<file path="config.mk">
export PLATFORM = sky130hd
export DESIGN_NAME = mac_8_pipe_responder
export DESIGN_NICKNAME = d
export VERILOG_FILES = /design/src/rtl/mac_8_pipe_responder.sv
export SDC_FILE = /design/constraint.sdc
export NUM_CORES = 1
export LEC_CHECK = 0
export CAP_MARGIN = 0
export CORE_MARGIN = 2
export CORE_UTILIZATION = 29
export DETAILED_ROUTE_END_ITERATION = 8
export MAX_ROUTING_LAYER = met4
export PLACE_DENSITY = 0.5
export SYNTH_ARGS = -nofsm -noshare
export SYNTH_HDL_FRONTEND = slang
export SYNTH_SLANG_ARGS = --single-unit
</file>
<file path="constraint.sdc">
create_clock -name clk -period 2.1 [get_ports clk]
set_input_delay 0.525 -clock clk [delete_from_list [all_inputs] [get_ports clk]]
set_output_delay 0.525 -clock clk [all_outputs]
set_load 0.1 [all_outputs]
</file>
<file path="src/rtl/mac_8_pipe_responder.sv">
`default_nettype none
// +----------------------------------------------------------------------------+
// | Module   : mac_8_pipe_responder                                            |
// | Brief    : 2-stage valid/ready pipelined out = a*b + c (WIDTH-bit result)  |
// |            Optional MAC_8_PIPE_SAT_EN selects unsigned saturation.         |
// | Revision : 1.0                                                             |
// +----------------------------------------------------------------------------+
module mac_8_pipe_responder #(
   parameter int WIDTH = 8,
   parameter int CNT_W = 16
) (
   input  logic             clk,
   input  logic             rst_n,
   input  logic             in_valid,
   output logic             in_ready,
   input  logic [WIDTH-1:0] a,
   input  logic [WIDTH-1:0] b,
   input  logic [WIDTH-1:0] c,
   output logic             out_valid,
   input  logic             out_ready,
   output logic [WIDTH-1:0] out,
   output logic [CNT_W-1:0] txn_cnt
);

   localparam int c_PW = 2 * WIDTH;

   logic              r_s1_valid;
   logic [c_PW-1:0]   r_s1_prod;
   logic [WIDTH-1:0]  r_s1_c;
   logic              r_s2_valid;
   logic [WIDTH-1:0]  r_out;
   logic [CNT_W-1:0]  r_txn_cnt;

   logic              w_s1_adv;
   logic              w_s2_adv;
   logic              w_in_fire;
   logic              w_out_fire;
   logic [c_PW:0]     w_sum;
   logic [WIDTH-1:0]  w_result;

   assign w_s2_adv   = !r_s2_valid || out_ready;
   assign w_s1_adv   = !r_s1_valid || w_s2_adv;
   assign w_in_fire  = in_valid && w_s1_adv;
   assign w_out_fire = r_s2_valid && out_ready;

   assign w_sum = {1'b0, r_s1_prod} + {{(c_PW + 1 - WIDTH){1'b0}}, r_s1_c};

`ifdef MAC_8_PIPE_SAT_EN
   assign w_result = (|w_sum[c_PW:WIDTH]) ? {WIDTH{1'b1}} : w_sum[WIDTH-1:0];
`else
   assign w_result = w_sum[WIDTH-1:0];
`endif

   // Data regs load only on a real transfer so X on idle inputs never enters.
   always_ff @(posedge clk or negedge rst_n) begin
      if (!rst_n) begin
         r_s1_valid <= 1'b0;
         r_s1_prod  <= '0;
         r_s1_c     <= '0;
      end else if (w_s1_adv) begin
         r_s1_valid <= in_valid;
         if (in_valid) begin
            r_s1_prod <= c_PW'(a) * c_PW'(b);
            r_s1_c    <= c;
         end
      end
   end

   always_ff @(posedge clk or negedge rst_n) begin
      if (!rst_n) begin
         r_s2_valid <= 1'b0;
         r_out      <= '0;
      end else if (w_s2_adv) begin
         r_s2_valid <= r_s1_valid;
         if (r_s1_valid) begin
            r_out <= w_result;
         end
      end
   end

   always_ff @(posedge clk or negedge rst_n) begin
      if (!rst_n) begin
         r_txn_cnt <= '0;
      end else if (w_out_fire) begin
         r_txn_cnt <= r_txn_cnt + 1'b1;
      end
   end

   assign in_ready  = w_s1_adv;
   assign out_valid = r_s2_valid;
   assign out       = r_out;
   assign txn_cnt   = r_txn_cnt;

   logic w_unused;
   assign w_unused = w_in_fire;

endmodule
`default_nettype wire

</file>
# Word level (Yosys, flattened, before mapping)
# Cells that the tools add are included.
dict set report op_classes {
  n_addsub 2
  mul 1
  div 0
  order_cmp 0
  n_eq_ne 0
  shifts 0
  muxes 0
  n_bitwise 0
  reduce_logical 7
}
# op count
set op_table {}
lappend op_table {{16-bit by 1-bit adder with 16-bit output (second input constant)} 1}
lappend op_table {{8-bit adder} 1}
lappend op_table {{8-bit by 8-bit multiplier with 8-bit output} 1}
lappend op_table {{2-bit AND reduction} 2}
lappend op_table {{1-bit zero test} 2}
lappend op_table {{1-bit logical OR} 2}
lappend op_table {{1-bit logical AND} 1}
dict set report totals {
  register_bits 42
  latch_bits 0
  ramBits 0
  mem_bits_ro 0
  input_bits 28
  output_inout_bits 26
  elab_cells 16
  n_memories 0
}

# Depth between registers and ports, before layout
dict set report logic_depth {
  word_depth 4
  depth_mapped 13
  mapped_depth_nobuf 13
}

# Worst setup path after synthesis
# No wires, ideal clock.
dict set report synth_timing {
  path_type {input to register}
  from {in a[0]}
  to {reg r_s1_prod[7]}
  setup_time_ns 0.124
  arrival_ns 3.540
  required_ns 1.976
  setup_slack_ns -1.563
  cell_stages 13
  path_buffers 0
  path_cell_list {and2_2 > fa_1 > fa_1 > ha_1 > inv_1 > fa_1 > inv_1 > ha_1 > a21o_1 > a21oi_1 > xnor2_2 > xnor2_1 > o21ai_1}
}
dict set report synth_via {
  elab_chain_len 1
}
# item line_no
set synth_rtl {}
lappend synth_rtl {{start: declaration} 16} ;# input logic [WIDTH-1:0] a,
lappend synth_rtl {{8-bit by 8-bit multiplier with 8-bit output} 63} ;# r_s1_prod <= c_PW'(a) * c_PW'(b);
lappend synth_rtl {{end signal: assignment} 63}
lappend synth_rtl {{end: declaration} 28} ;# logic [c_PW-1:0] r_s1_prod;
# Every way passes these cells.
# A chain may end at the register's enable or synchronous reset.

# Worst setup path in the final report
dict set report layout_timing {
  from {in b[4]}
  to {reg r_s1_prod[7]}
}
dict set report layout_via {
  elab_chain_len 1
}
# item line_no
set layout_rtl {}
lappend layout_rtl {{start: declaration} 17} ;# input logic [WIDTH-1:0] b,
lappend layout_rtl {{8-bit by 8-bit multiplier with 8-bit output} 63}
# Every way passes these cells.

==> out/metrics.cfg <==
[flow_run]
cap_violations = 0

[place]
placed_cells = 468
place.gp.congestion = 0.8768
dp.final_hpwl_microns = 4544
io_buffers = 53
dpl_cell_area_sq_um = 3797

[clock_tree]
cts_buffer_depth = 2
cts_tree = built
cts-root-buf = clkbuf_8
cts-htree-levels = 2
clkTransAtPathRegs_ns = 0.08
cts_num_sinks = 42
hold_buffers = 0
cts_inserted_buffers = 5
clk_latency_ns = 0.29

[route]
highest_layer = met4
wl_met1_microns = 2813
drt-total-wl_microns = 5678
num_vias = 2010
wl_met3_microns = 181
drc = 0
drt_iter0_markers = 51
ant_nets = 0
wl_per_cell_microns = 11.85
met2_length_microns = 2614
firstDrtPassIters = 4
via_per_inst = 4.196

[floorplan]
dieArea_sq_um = 10430
core_sq_um = 9284
io_pins = 54
die_h_microns = 102.1
rows = 35
start_util_pct = 30.07
fp.dieW_microns = 102.1

[yosys]
synth_area_leaders = dfrtp_1 (38%), ha_1 (11%), fa_1 (9.3%)
synth_cell_types = 33
synth_async_sr_flop_share_pct = 100.0
yosys_warnings = 0
synth_top_cell_area_share_pct = 37.65
syn_area_sq_um = 2791
synth_nets = 332
synth_seq_cells = 42
yosysTopAreaCell = dfrtp_1
ys_dominant_reg_cell = dfrtp_1
seq_area_frac_synth_pct = 37.65
syn_inst = 267
syn_area_per_cell_sq_um = 10.45
synth-edff-count = 0

[power_and_ir_drop]
power.total_mw = 4.570
vdd_drop_max_mv = 0.5246
power.leakage_nw = 1.932
powerDensity_nw_per_um2 = 1120

[hold_path]
min_path_type = in2async

[layout]
final_cells = 479
stdcell_area_sq_um = 4080
nets = 414
area_growth_pct = 46.17
drive_above_1_share_pct = 38.86
n_antenna_cell = 0

[sta]
period_minus_slack_ns = 3.241
fin_ws_ns = -1.141
rsz0062_at_grt = true
tightest_slew_ns = 0.3360
report.final.slew_viol_count = 0
fin_crit_sh_pct = 154.3
max_freq_mhz = 308.6
setup_viol = 5
slew-limit-headroom_pct = 77.44
hold_ws_ns = 0.1994
finClkSkew_ns = 0.007119
finalHoldViolCount = 0

[global_route]
grt_pass1_wl_microns = 9466
grt_antenna_before_repair = 0
grt_max_degree = 43
grt_pass1_vias = 2064
overflow = 0
grt_usage_pct = 11.74

[worst_setup_path]
r2r_cells = 9
critPathLaunchType = input pin
crit_arrival_ns = 3.42
worst_ep_required_time_ns = 2.28
r2r_end = out[6]
critical_path_class = in2reg
cp-end-kind = flip-flop
worstSetupStartpoint = b[4]
regToRegSetupSlack_ns = 0.21
cp_max_fo = 4
reg2reg_from = r_s1_prod[0]

[status]
violations = negative setup slack
outcome = finished, violations left

## layout by cell type, fill, tap and decap left out, drive strengths merged
cell type       n
buf            60
dfrtp          42
nand2          35
xnor2          27
inv            27
ha             24
and2           23
mux2           14
fa             13
o21ai          13
clkdlybuf4s50  12
xor2            9
clkbuf          8
nor2            5
nand3           5
nand2b          4
a21oi           4
a21o            3
nand4           3
dlymetal6s2s    3
o21a            2
nor3            2
o31ai           2
and3            2
bufinv          2
nand3b          1
nor2b           1
a21boi          1
and4            1
a31oi           1
dlygate4sd2     1
## logic make-up (layout without fill, tap and decap cells)
logic type	Yosys count	in the layout	share of synthesized area (%)
AO/OA/AOI/OAI	26	26	5.692
XOR/XNOR	36	36	11.83
adder cells (fa/ha/maj)	37	37	20.08
buffers and inverters	30	113	4.124
flip-flops	42	42	37.65
multiplexers	14	14	5.648
AND/OR/NAND/NOR	82	82	14.97
## worst max-delay path, cell delays in order
cell     delay, ns
buf_8         0.10
and2_4        0.15
fa_2          0.37
inv_2         0.06
fa_1          0.44
fa_1          0.49
fa_2          0.54
inv_2         0.04
ha_4          0.22
a21oi_4       0.16
xnor2_2       0.12
xnor2_1       0.14
o21ai_1       0.07
## how the worst max path moves through the flow
| stage | cells after the start | to | slack [ns] |
|---|---|---|---|
| final | 13 | r_s1_prod[7] | -1.14 |
| after detailed placement | 13 | r_s1_prod[7] | -1.92 |
| after global placement | 13 | r_s1_prod[7] | -1.90 |
| after CTS | 13 | r_s1_prod[7] | -1.18 |
| after floorplan | 12 | r_s1_prod[7] | -1.25 |
| after global routing | 13 | r_s1_prod[7] | -1.25 |
## registers in the layout, indices dropped and copies added, names as in the netlist
signal	flops
r_s1_c	8
r_s1_prod	8
out	8
txn_cnt	16
out_valid	1
r_s1_valid	1
## metrics by stage
stage / utilization [%] / TNS [ns] / worst slack [ns]
6_report: 43.95 / -3.917 / -1.141
4_1_cts: 43.52 / -3.909 / -1.182
3_5_place_dp: 40.90 / -8.327 / -1.922
2_1_floorplan: - / -7.102 / -1.247
5_1_grt: 43.95 / -4.281 / -1.246
3_3_place_gp: 40.90 / -8.235 / -1.904
## power breakdown
part	switching [mW]	internal, mW
Clock	0.269	0.507
Sequential	0.176	1.03
Combinational	1.64	0.950
Total	2.08	2.49
## synth_stat cells (3+ instances only)
cell type and count:
fa_1 13, xnor2_1 25, inv_1 27, nand2b_1 4, nand4_1 3, xor2_1 9
a21o_1 3, nand2_1 34, nor2_1 5, mux2_2 14, nand3_1 5, o21ai_0 10
and2_1 17, dfrtp_1 42, ha_1 24, and2_2 6, a21oi_1 3
## layout make-up
type | instances | area, sq um
Clock buffer | 6 | 82.58
Clock inverter | 2 | 60.06
Fill cell | 911 | 5204
Inverter | 27 | 101.3
Multi-Input combinational cell | 195 | 1841
Sequential cell | 42 | 1059
Tap cell | 129 | 161.4
Timing Repair Buffer | 78 | 775.7
## what timing repair did
item | in CTS | in global routing
pin swaps | 18 | 20
endpoints found under the hold margin | 0 | 0
setup buffers | 2 | 1
endpoints found under the setup margin | 6 | 6
gates resized for setup | 66 | 17
## routing by layer
| layer | vias up | track usage [%] |
|---|---|---|
| li1 | 1031 | - |
| met1 | 934 | 15.80 |
| met2 | 40 | 18.78 |
| met4 | 0 | 3.385 |
| met3 | 5 | 1.300 |
| met5 | - | - |
No activity file was read; power rests on OpenSTA's default activity.
